**src/rtl/braille_to_bcd_rx.sv**
```systemverilog
// Braille digit-cell receiver: decodes 4-dot cells {w,x,y,z} to BCD and packs
// a number of up to NUM_DIGITS digits, terminated by a blank cell.
module braille_to_bcd_rx #(
    parameter int NUM_DIGITS = 4,
    parameter int CNT_W      = 3
) (
    input  logic                    clk,
    input  logic                    reset,
    input  logic                    in_valid,
    output logic                    in_ready,
    input  logic                    w,
    input  logic                    x,
    input  logic                    y,
    input  logic                    z,
    output logic                    out_valid,
    input  logic                    out_ready,
    output logic [4*NUM_DIGITS-1:0] bcd_out,
    output logic [CNT_W-1:0]        digit_count,
    output logic                    error
);
    typedef enum logic [1:0] {IDLE, ACCUM, ERR_DRAIN, HOLD} state_t;

    state_t                  r_state;
    logic [4*NUM_DIGITS-1:0] r_acc;
    logic [CNT_W-1:0]        r_cnt;
    logic                    r_in_ready;
    logic                    r_out_valid;
    logic [4*NUM_DIGITS-1:0] r_bcd_out;
    logic [CNT_W-1:0]        r_digit_count;
    logic                    r_error;

    logic       w_blank;
    logic       w_invalid;
    logic [3:0] w_digit;
    logic       w_accept;
    logic       w_full;

    always_comb begin
        w_blank   = 1'b0;
        w_invalid = 1'b0;
        w_digit   = 4'd0;
        case ({w, x, y, z})
            4'b1000: w_digit = 4'd1;
            4'b1010: w_digit = 4'd2;
            4'b1100: w_digit = 4'd3;
            4'b1101: w_digit = 4'd4;
            4'b1001: w_digit = 4'd5;
            4'b1110: w_digit = 4'd6;
            4'b1111: w_digit = 4'd7;
            4'b1011: w_digit = 4'd8;
            4'b0110: w_digit = 4'd9;
            4'b0111: w_digit = 4'd0;
            4'b0000: w_blank = 1'b1;
            default: w_invalid = 1'b1;
        endcase
    end

    assign w_accept = in_valid && r_in_ready;
    assign w_full   = (r_cnt == CNT_W'(NUM_DIGITS));

    always_ff @(posedge clk) begin
        if (reset) begin
            r_state       <= IDLE;
            r_acc         <= '0;
            r_cnt         <= '0;
            r_in_ready    <= 1'b1;
            r_out_valid   <= 1'b0;
            r_bcd_out     <= '0;
            r_digit_count <= '0;
            r_error       <= 1'b0;
        end else begin
            case (r_state)
                IDLE: if (w_accept) begin
                    if (w_invalid) begin
                        r_state <= ERR_DRAIN;
                    end else if (!w_blank) begin
                        r_acc   <= {r_acc[4*NUM_DIGITS-5:0], w_digit};
                        r_cnt   <= CNT_W'(1);
                        r_state <= ACCUM;
                    end
                end
                ACCUM: if (w_accept) begin
                    if (w_blank) begin
                        r_state       <= HOLD;
                        r_bcd_out     <= r_acc;
                        r_digit_count <= r_cnt;
                        r_error       <= 1'b0;
                        r_out_valid   <= 1'b1;
                        r_in_ready    <= 1'b0;
                    end else if (w_invalid || w_full) begin
                        r_state <= ERR_DRAIN;
                    end else begin
                        r_acc <= {r_acc[4*NUM_DIGITS-5:0], w_digit};
                        r_cnt <= r_cnt + CNT_W'(1);
                    end
                end
                ERR_DRAIN: if (w_accept && w_blank) begin
                    // Error report carries no partial digits.
                    r_state       <= HOLD;
                    r_bcd_out     <= '0;
                    r_digit_count <= '0;
                    r_error       <= 1'b1;
                    r_out_valid   <= 1'b1;
                    r_in_ready    <= 1'b0;
                end
                HOLD: if (r_out_valid && out_ready) begin
                    r_state       <= IDLE;
                    r_acc         <= '0;
                    r_cnt         <= '0;
                    r_bcd_out     <= '0;
                    r_digit_count <= '0;
                    r_error       <= 1'b0;
                    r_out_valid   <= 1'b0;
                    r_in_ready    <= 1'b1;
                end
                default: r_state <= IDLE;
            endcase
        end
    end

    assign in_ready    = r_in_ready;
    assign out_valid   = r_out_valid;
    assign bcd_out     = r_bcd_out;
    assign digit_count = r_digit_count;
    assign error       = r_error;
endmodule
```
**config.mk**
```make
export PLATFORM = sky130hd
export DESIGN_NAME = braille_to_bcd_rx
export DESIGN_NICKNAME = d
export VERILOG_FILES = /design/src/rtl/braille_to_bcd_rx.sv
export SDC_FILE = /design/constraint.sdc
export NUM_CORES = 1
export LEC_CHECK = 0
export CAP_MARGIN = 5
export CORE_MARGIN = 4
export CORE_UTILIZATION = 48
export DETAILED_ROUTE_END_ITERATION = 8
export PLACE_DENSITY = 0.71
export SLEW_MARGIN = 5
export SYNTH_ARGS = -nofsm -noshare
export SYNTH_HDL_FRONTEND = slang
export SYNTH_SLANG_ARGS = --single-unit
```
**constraint.sdc**
```tcl
create_clock -name clk -period 3.81 [get_ports clk]
set_input_delay 0.762 -clock clk [delete_from_list [all_inputs] [get_ports clk]]
set_output_delay 0.762 -clock clk [all_outputs]
set_load 0.05 [all_outputs]
```
==> results.sh <==
export IMPL_ctsHoldBuffers=0
export IMPL_skew_ns=0.002940
export IMPL_grt_ovfl_total=0
export IMPL_numCtsBuffers=5
export IMPL_finalInstanceArea_sq_mm=0.002620
export IMPL_post_cts_setup_buffer_count=0
export IMPL_cts_tree="built"
export IMPL_num_rows=24
export IMPL_total_power_mw=1.345
export IMPL_cts_resized=0
export IMPL_hold_class="reg -> reg"
export IMPL_avgViaCountPerCell=6.022
export IMPL_place_congestion=0.8273
export IMPL_finalCritPeriodShare_pct=76.27
export IMPL_setup_tns_ns=0
export IMPL_die_area_sq_mm=0.005735
export IMPL_avgRoutedWirePerCell_um=15.84
export IMPL_dp_slack_ns=0.6010
export IMPL_arrival_ns=3.10
export IMPL_endpoint="r_acc[1]"
export IMPL_numPortBuffers=29
export IMPL_grt_pass1_vias=1802
export IMPL_syn_mean_instance_area_sq_um=8.844
export IMPL_drcViolationCount=0
export IMPL_area_delta_synth_final_pct=18.98
export IMPL_cts_root_buf="clkbuf_8"
export IMPL_synth_area_sq_mm=0.002202
export IMPL_diodes=0
export IMPL_drt_total_wl_mm=5.086
export IMPL_antenna_found_initial=0
export IMPL_vdd_drop_max_uv=245.9
export IMPL_whs_ns=0.4719
export IMPL_synth_compound_area_share_pct=31.93
export IMPL_hpwl_mm=3.241
export IMPL_cts_sinks=43
export IMPL_drive_gt1_share_pct=10.04
export IMPL_drtIter0Drc=144
export IMPL_synth_fp_nets=264
export IMPL_rrSetupSlack_ns=1.05
export IMPL_synth_mux_area_share_pct=2.159
export IMPL_synth_async_sr_flop_share_pct=0
export IMPL_rsz0062_at_grt="no"
export IMPL_reg2reg_from="r_state[0]"
export IMPL_min_period_ns=2.906
export IMPL_drt_pass1_iterations=4
export IMPL_synth_top_family_by_area="compound AO/OA/AOI/OAI gates"
export IMPL_hold_violations=0
export IMPL_synth_cell_types=46
export IMPL_synth_edf_count=0
export IMPL_die_width_um=75.73
export IMPL_vias=1933
export IMPL_core_area_sq_mm=0.004384
export IMPL_power_leakage_nw=0.8409
export IMPL_maxCapViolCount=0
export IMPL_grt_pass1_wl_mm=8.507
export IMPL_clk_pin_slew_worst_paths_ns=0.08
export IMPL_ys_ff_latch=43
export IMPL_slew_viol_final=0
export IMPL_initial_core_util_pct=50.23
export IMPL_io_pins=30
export IMPL_nNetsFinal=283
export IMPL_finalSetupViolations=0
export IMPL_insertion_delay_ns=0.29
export IMPL_cp_required_ns=4.00
export IMPL_cp_start_kind="primary input"
export IMPL_die_height_um=75.73
export IMPL_ys_seq_area_share_pct=39.09
export IMPL_power_density_mw_per_mm2=513.5
export IMPL_synthAdderAreaFrac_pct=3.977
export IMPL_clock_path_buffers=2
export IMPL_track_usage_pct=19.16
export IMPL_slew_headroom_pct=23.84
export IMPL_ff2ff_path_depth=7
export IMPL_worstSetupEndpointType="flip-flop"
export IMPL_grt_max_degree=42
export IMPL_ys_warn_count=0
export IMPL_synthFlopType="dfxtp_1"
export IMPL_crit_start="x"
export IMPL_r2r_end="in_ready"
export IMPL_fin_ws_ns=0.9040
export IMPL_crit_type="in -> reg"
export IMPL_tightest_slew_ns=1.139
export IMPL_htree_levels=2
export IMPL_status="finished, final reports clean"
export IMPL_fmax_mhz=344.1
export IMPL_cp_max_fo=16
export IMPL_placed_cell_area_sq_mm=0.002520
export IMPL_drtAntennaViolNets=0
export IMPL_synthSimpleGateAreaFrac_pct=16.14
export IMPL_syn_inst=249
export IMPL_synthXorXnorAreaFrac_pct=0.3977
metrics by stage:
stage	instances	utilization (%)
2_1_floorplan	249	-
3_3_place_gp	313	57.48
3_5_place_dp	313	57.48
4_1_cts	321	59.76
5_1_grt	321	59.76
6_report	321	59.76
logic make-up after synthesis:
family          count (synthesis)
compound gates                109
buf+inv                        33
fa+ha+maj                       7
xor+xnor                        1
simple gates                   52
flops                          43
mux                             4
how the worst min path moves through the flow:
stage,from,endpoint,depth (start not counted)
CTS,bcd_out[14],bcd_out[14],2
finish,bcd_out[14],bcd_out[14],2
global route,bcd_out[13],bcd_out[13],2
floorplan,r_acc[12],r_acc[12],2
detailed placement,bcd_out[3],bcd_out[3],2
global placement,bcd_out[9],bcd_out[9],2
worst max-delay path, stage by stage:
cell	delay [ns]
clkdlybuf4s50_1	0.62
a21oi_1	0.24
o41a_1	0.59
o21ai_0	0.49
mux2_2	0.38
where the power goes:
part           switching [mW]  leakage, nW  internal, mW
sequential             0.0268        0.347         0.481
combinational           0.326        0.442         0.199
clock                   0.148       0.0515         0.165
synthesized netlist by cell type, types with 2 or more instances:
master	count	area share [%]
a2111oi_0	2	0.80
a21bo_2	2	0.91
a21oi_1	39	8.9
buf_2	3	0.68
clkbuf_1	20	3.4
dfxtp_1	43	39
ha_1	7	4.0
inv_1	8	1.4
mux2_2	2	1.0
nand2_1	7	1.2
nand2b_1	4	1.1
nand3_1	3	0.68
nand4b_1	17	6.8
nor2_1	3	0.51
nor2b_1	3	0.85
nor3_1	2	0.45
nor4_1	2	0.57
o211ai_1	28	9.5
o21ai_0	23	5.2
or3_1	3	0.85
or4_1	3	1.0
registers in the layout, indices dropped and copies added, names as in the netlist:
name	cells
r_state	2
bcd_out	16
error	1
in_ready	1
r_acc	16
out_valid	1
r_cnt	3
digit_count	3
layout by cell type (no fill, tap or decap), types with 3 or more instances in the layout:
cell / n
o21ai_0: 23
clkbuf_8: 7
nand2_1: 7
a21oi_1: 39
ha_1: 7
nand2b_1: 4
dfxtp_1: 43
or3_1: 3
buf_4: 8
nand4b_1: 17
clkdlybuf4s50_1: 29
o211ai_1: 28
nor2b_1: 3
or4_1: 3
inv_1: 8
nand3_1: 3
nor2_1: 3
per-layer routing:
metal | wire length, um | track usage [%]
met5 | 0 | 0
met4 | 78 | 7.184
met3 | 273 | 3.562
met2 | 2123 | 29.15
met1 | 2611 | 26.96
layout make-up:
class,count,area (sq um)
fill,403,1764
multi-input combinational,173,1214
sequential,43,860.8
timing repair buffer,37,350.3
clock buffer,8,100.1
tap,52,65.06
inverter,8,30.03
Power figures use the tool's default switching activity.
==> RTL change 1 (config.mk and constraints unchanged) <==
Register the output `digit_count` once more, cleared by the reset; this adds one clock of latency there. The other outputs are not delayed to match.
--- a/src/rtl/braille_to_bcd_rx.sv
+++ b/src/rtl/braille_to_bcd_rx.sv
@@ -122,5 +122,11 @@
     assign out_valid   = r_out_valid;
     assign bcd_out     = r_bcd_out;
-    assign digit_count = r_digit_count;
+    always_ff @(posedge clk) begin
+        if (reset) begin
+            digit_count <= '0;
+        end else begin
+            digit_count <= r_digit_count;
+        end
+    end
     assign error       = r_error;
 endmodule
Function: changed (Yosys sat finds a counterexample within 4 cycles, from zero or initial values and one cycle with reset high).
==> RTL change 1 against the original RTL <==
  * Synthesized cell count grew 1.6%
  * Cell area grew 0.57%
  * Non-clock buffer count shrank 3
  * Total power decreased by 3.9%
  * Routed wire length shrank 9.2%
  * Area after synthesis grew 3.7%
  * Hold slack got worse by 0.033 ns
  * Setup slack better by 0.12 ns
  * Sequential cell count is 3 higher
  * Utilization down 0.87 points
  * Sequential power rose by 7.3%
  * Clock skew up 0.0032 ns
  * Critical path type unchanged
  * Critical endpoint is now r_digit_count[2]$_SDFFE_PP0P_
  * Highest routed layer unchanged
==> RTL change 1: results (changes against the original RTL) <==
GP Congestion: 0.8289 (+0.19%)
Peak VDD IR: 0.2445 mV (-0.57%)
NetSw: 463.5 uW (-7.4%)
Leak Pwr: 0.0009795 uW (+16%)
Clock Tree Buf Depth: 2 (unchanged)
Crit-path slowest cell: or4_4
layout cell share with drive strength beyond 1: 0.08961 (-0.01077)
Num CTS Buffers: 5 (unchanged)
Port Buffers: 29 (unchanged)
first-pass GRT wire length: 8.148 mm (-4.2%)
Worst Clk Skew: 0.006112 ns (+0.003171 ns)
crit path max fanout: 17 (+1)
slowest stage delay, CP: 0.62 ns (about the same)
syn_nets: 267 (+1.1%)
H-Tree Depth: 2 (unchanged)
FF-to-FF setup slack: 1.44 ns (+0.39 ns)
Hold Violations, Final: 0 (unchanged)
crit-path leading delay family: simple AND/OR/NAND/NOR gates
Commonest cells post-synth: 52 x nand2_1, 46 x dfxtp_1, 28 x mux2i_1
worst-margin pin slew: 0.7110 ns (-0.4278 ns)
fill count: 413 (+2.5%)
count leader, synth: nand2_1
sequential share of the synthesized area: 0.4031 (+0.01216)
share of flip-flops with an asynchronous set or reset: 0 (unchanged)
total track usage: 0.1677 (-0.02385)
worst hold-check path type: flip-flop to flip-flop
Distinct cells, synth: 52 (+13%)
ranking of synthesized cells by area: dfxtp_1 40%, mux2i_1 12%, nand2_1 8.5%
clk root buf: clkbuf_8
WL per Instance: 13.95 um (-12%)
pin count of the biggest net entering global routing: 26 (-38%)
DR pass1 iterations: 4 (unchanged)
outcome: finished, final reports clean
ys flop type: dfxtp_1
Vias: 1809 (-6.4%)
Area after DPL: 2547 um^2 (+1.1%)
Final #Nets: 292 (+3.2%)
placed wire-length estimate: 3.273 mm (+0.99%)
PostCTS Resize Cnt: 0 (unchanged)
clock transition at the registers of the reported paths: 0.09 ns
antenna cells: 0 (unchanged)
crit path DAT: 2.98 ns (-0.12 ns)
Syn. warnings: 0 (unchanged)
first-iteration detailed-routing DRC count: 81 (-44%)
==> RTL change 1: cell types whose count changed after synthesis, moves of 4 or more <==
cell,unedited run,this run
a21oi_1,39,7
clkbuf_1,20,4
mux2i_1,1,28
nand2_1,7,52
nand3_1,3,13
nand4_1,0,4
nand4b_1,17,0
nor2_1,3,7
o211ai_1,28,0
o21ai_0,23,9
==> RTL change 1: final timing paths <==
check / to / from / cells past startpoint
setup / recovery: r_digit_count[2]$_SDFFE_PP0P_ / y / 5
hold / removal: digit_count[0]$_SDFF_PP0_ / r_digit_count[0]$_SDFFE_PP0P_ / 2
setup reg to reg: r_acc[9]$_SDFFE_PP0P_ / r_state[0]$_SDFFE_PP0P_ / 6
hold reg to reg: digit_count[0]$_SDFF_PP0_ / r_digit_count[0]$_SDFFE_PP0P_ / 2
==> RTL change 1: cell families after synthesis <==
logic type / after synthesis / synth area share
and+or+nand+nor: 96 / 0.2004
DFF: 46 / 0.4031
AOI/OAI and AO/OA: 42 / 0.1314
muxes: 33 / 0.1473
buffers and inverters: 28 / 0.07666
adders and majority gates: 7 / 0.03724
xor gates and xnor gates: 1 / 0.003834
==> RTL change 1: layout make-up <==
type	instances	area share
Sequential cell	46	0.3495
Clock buffer	5	0.02612
Multi-Input combinational cell	179	0.4511
Inverter	12	0.01709
Clock inverter	3	0.007122
Timing Repair Buffer	34	0.1244
Tap cell	52	0.02469
==> RTL change 1: metal layers <==
layer	global-route usage	share of wire
met5	0	0
met4	0.05516	0.016
met3	0.03747	0.024
met2	0.2814	0.48
met1	0.2132	0.48
==> RTL change 1: tightest hold or removal path, cell delays in order, from the launching register on <==
cell	delay, ns
dfxtp_1	0.32
nand2_1	0.06
inv_1	0.04
==> RTL change 1: power by group through the flow <==
| stage | clock network [uW] | registers [uW] | logic, uW |
|---|---|---|---|
| floorplan | 0 | 560 | 362 |
| global placement | 0 | 556 | 442 |
| detailed placement | 0 | 557 | 444 |
| CTS | 312 | 545 | 445 |
| global route | 334 | 553 | 497 |
| finish | 301 | 545 | 447 |
==> RTL change 1: metrics by stage <==
stage	util	power (uW)	hold WS (ns)	setup WS (ns)	cells
CTS	0.5889	1302	0.4431	1.044	331
global route	0.5889	1383	0.4792	0.9700	331
global placement	0.5694	998.5	0.4136	0.7545	323
detailed placement	0.5694	1001	0.4194	0.7169	323
floorplan	-	921.9	0.4036	1.407	253
finish	0.5889	1293	0.4386	1.025	331
==> RTL change 2 (same flow settings) <==
Made on the original files. `CNT_W`: 3 -> 6.
--- a/src/rtl/braille_to_bcd_rx.sv
+++ b/src/rtl/braille_to_bcd_rx.sv
@@ -3,5 +3,5 @@
 module braille_to_bcd_rx #(
     parameter int NUM_DIGITS = 4,
-    parameter int CNT_W      = 3
+    parameter int CNT_W      = 6
 ) (
     input  logic                    clk,
Interface: changed (resized digit_count); port bits go from 30 to 33. No check against the original RTL was run, so the function may have changed too.
==> RTL change 2 against the original RTL <==
  * Cell area is 8.8% higher
  * Non-clock buffer count stayed put
  * Clock skew increased by 0.0025 ns
  * Sequential power up 16%
  * Routed wire length up 7.4%
  * Utilization fell by 0.97 points
  * Global-route usage down 0.42 points
  * Area after synthesis is 12% higher
  * Total power increased by 21%
  * Register-to-register slack better by 0.27 ns
  * Sequential cell count increased by 6
  * Setup slack gained 0.10 ns
  * Largest power group unchanged
  * Highest routed layer unchanged
==> RTL change 2: results (changes against the original RTL) <==
outcome: finished, final reports clean
syn_nets: 304 (+15%)
NetSw: 662.0 uW (+32%)
FF-to-FF setup slack: 1.32 ns (+0.27 ns)
WL met1: 2.666 mm (+2.1%)
pin count of the biggest net entering global routing: 49 (+17%)
Max Clk Rate: 356.3 MHz (+3.6%)
sequential share of the synthesized area: 0.3988 (+0.007870)
Leak Pwr: 0.0009261 uW (+10%)
Mapped Cells: 289 (+16%)
ranking of synthesized cells by area: dfxtp_1 40%, a21oi_1 8.7%, nand3_1 5.7%
placed wire-length estimate: 3.660 mm (+13%)
Peak VDD IR: 0.3247 mV (+32%)
placed cell count: 369 (+18%)
pre-CTS setup slack: 0.7118 ns (+0.1108 ns)
Worst Clk Skew: 0.005451 ns (+0.002510 ns)
Hold Crit Endpoint: bcd_out[5]$_SDFFE_PP0P_
Commonest cells post-synth: 49 x dfxtp_1, 43 x a21oi_1, 34 x nand2_1
post-synthesis mux area share: 0.004069 (-0.01752)
crit path max fanout: 22 (+6)
met3 Use GR: 0.03725 (+0.001626)
Critical Path Sink: r_acc[2]$_SDFFE_PP0P_
GP Congestion: 0.8550 (+3.3%)
layout cell share with drive strength beyond 1: 0.08710 (-0.01327)
Area after DPL: 2738 um^2 (+8.6%)
Port Buffers: 32 (+10%)
FF-to-FF Start: r_state[1]$_SDFFE_PP0P_
Logic pwr share: 0.407 (+0.017)
relative slew slack: 0.4806 (+0.2422)
met2 WL: 2.581 mm (+22%)
fill count: 462 (+15%)
adder-cell share of the synthesized area: 0.03561 (-0.004167)
Distinct cells, synth: 53 (+15%)
total track usage: 0.1874 (-0.004186)
Int Pwr: 964.0 uW (+14%)
Final #Nets: 324 (+14%)
hold slack: 0.4520 ns (-0.01983 ns)
multi-input logic area: 1281 um^2 (+5.6%)
reg2reg path depth: 8 (+1)
vias in the first global route: 2003 (+11%)
XOR/XNOR share of the synthesized area: 0.003561 (-0.0004167)
aggregate routed wire length: 5.461 mm (+7.4%)
Synth Area in Compound Gates: 0.2269 (-0.09246)
==> RTL change 2: changes by cell type in the layout (fill, tap and decap cells not counted), moves of 4 or more <==
| cell | delta |
|---|---|
| a21oi_1 | +4 |
| a31oi_1 | +4 |
| dfxtp_1 | +6 |
| nand2_1 | +27 |
| nand3_1 | +25 |
| nand4b_1 | -4 |
| nor3_1 | +4 |
| o211ai_1 | -28 |
| o21ai_0 | -6 |
==> RTL change 2: area by class of cell <==
| type | instances | area share |
|---|---|---|
| multi-input combinational | 207 | 0.4495 |
| sequential | 49 | 0.3442 |
| timing repair buffer | 37 | 0.1255 |
| tap | 67 | 0.02941 |
| clock buffer | 5 | 0.02414 |
| clock inverter | 3 | 0.01536 |
| inverter | 9 | 0.01185 |
==> RTL change 2: worst register-to-register path, cell delays in order, from the launching register on <==
cell	delay, ns
dfxtp_1	0.33
inv_1	0.12
ha_1	0.49
nor2_1	0.16
and2_1	0.21
o21ai_1	0.55
buf_4	0.35
nand2_1	0.09
a21oi_1	0.13
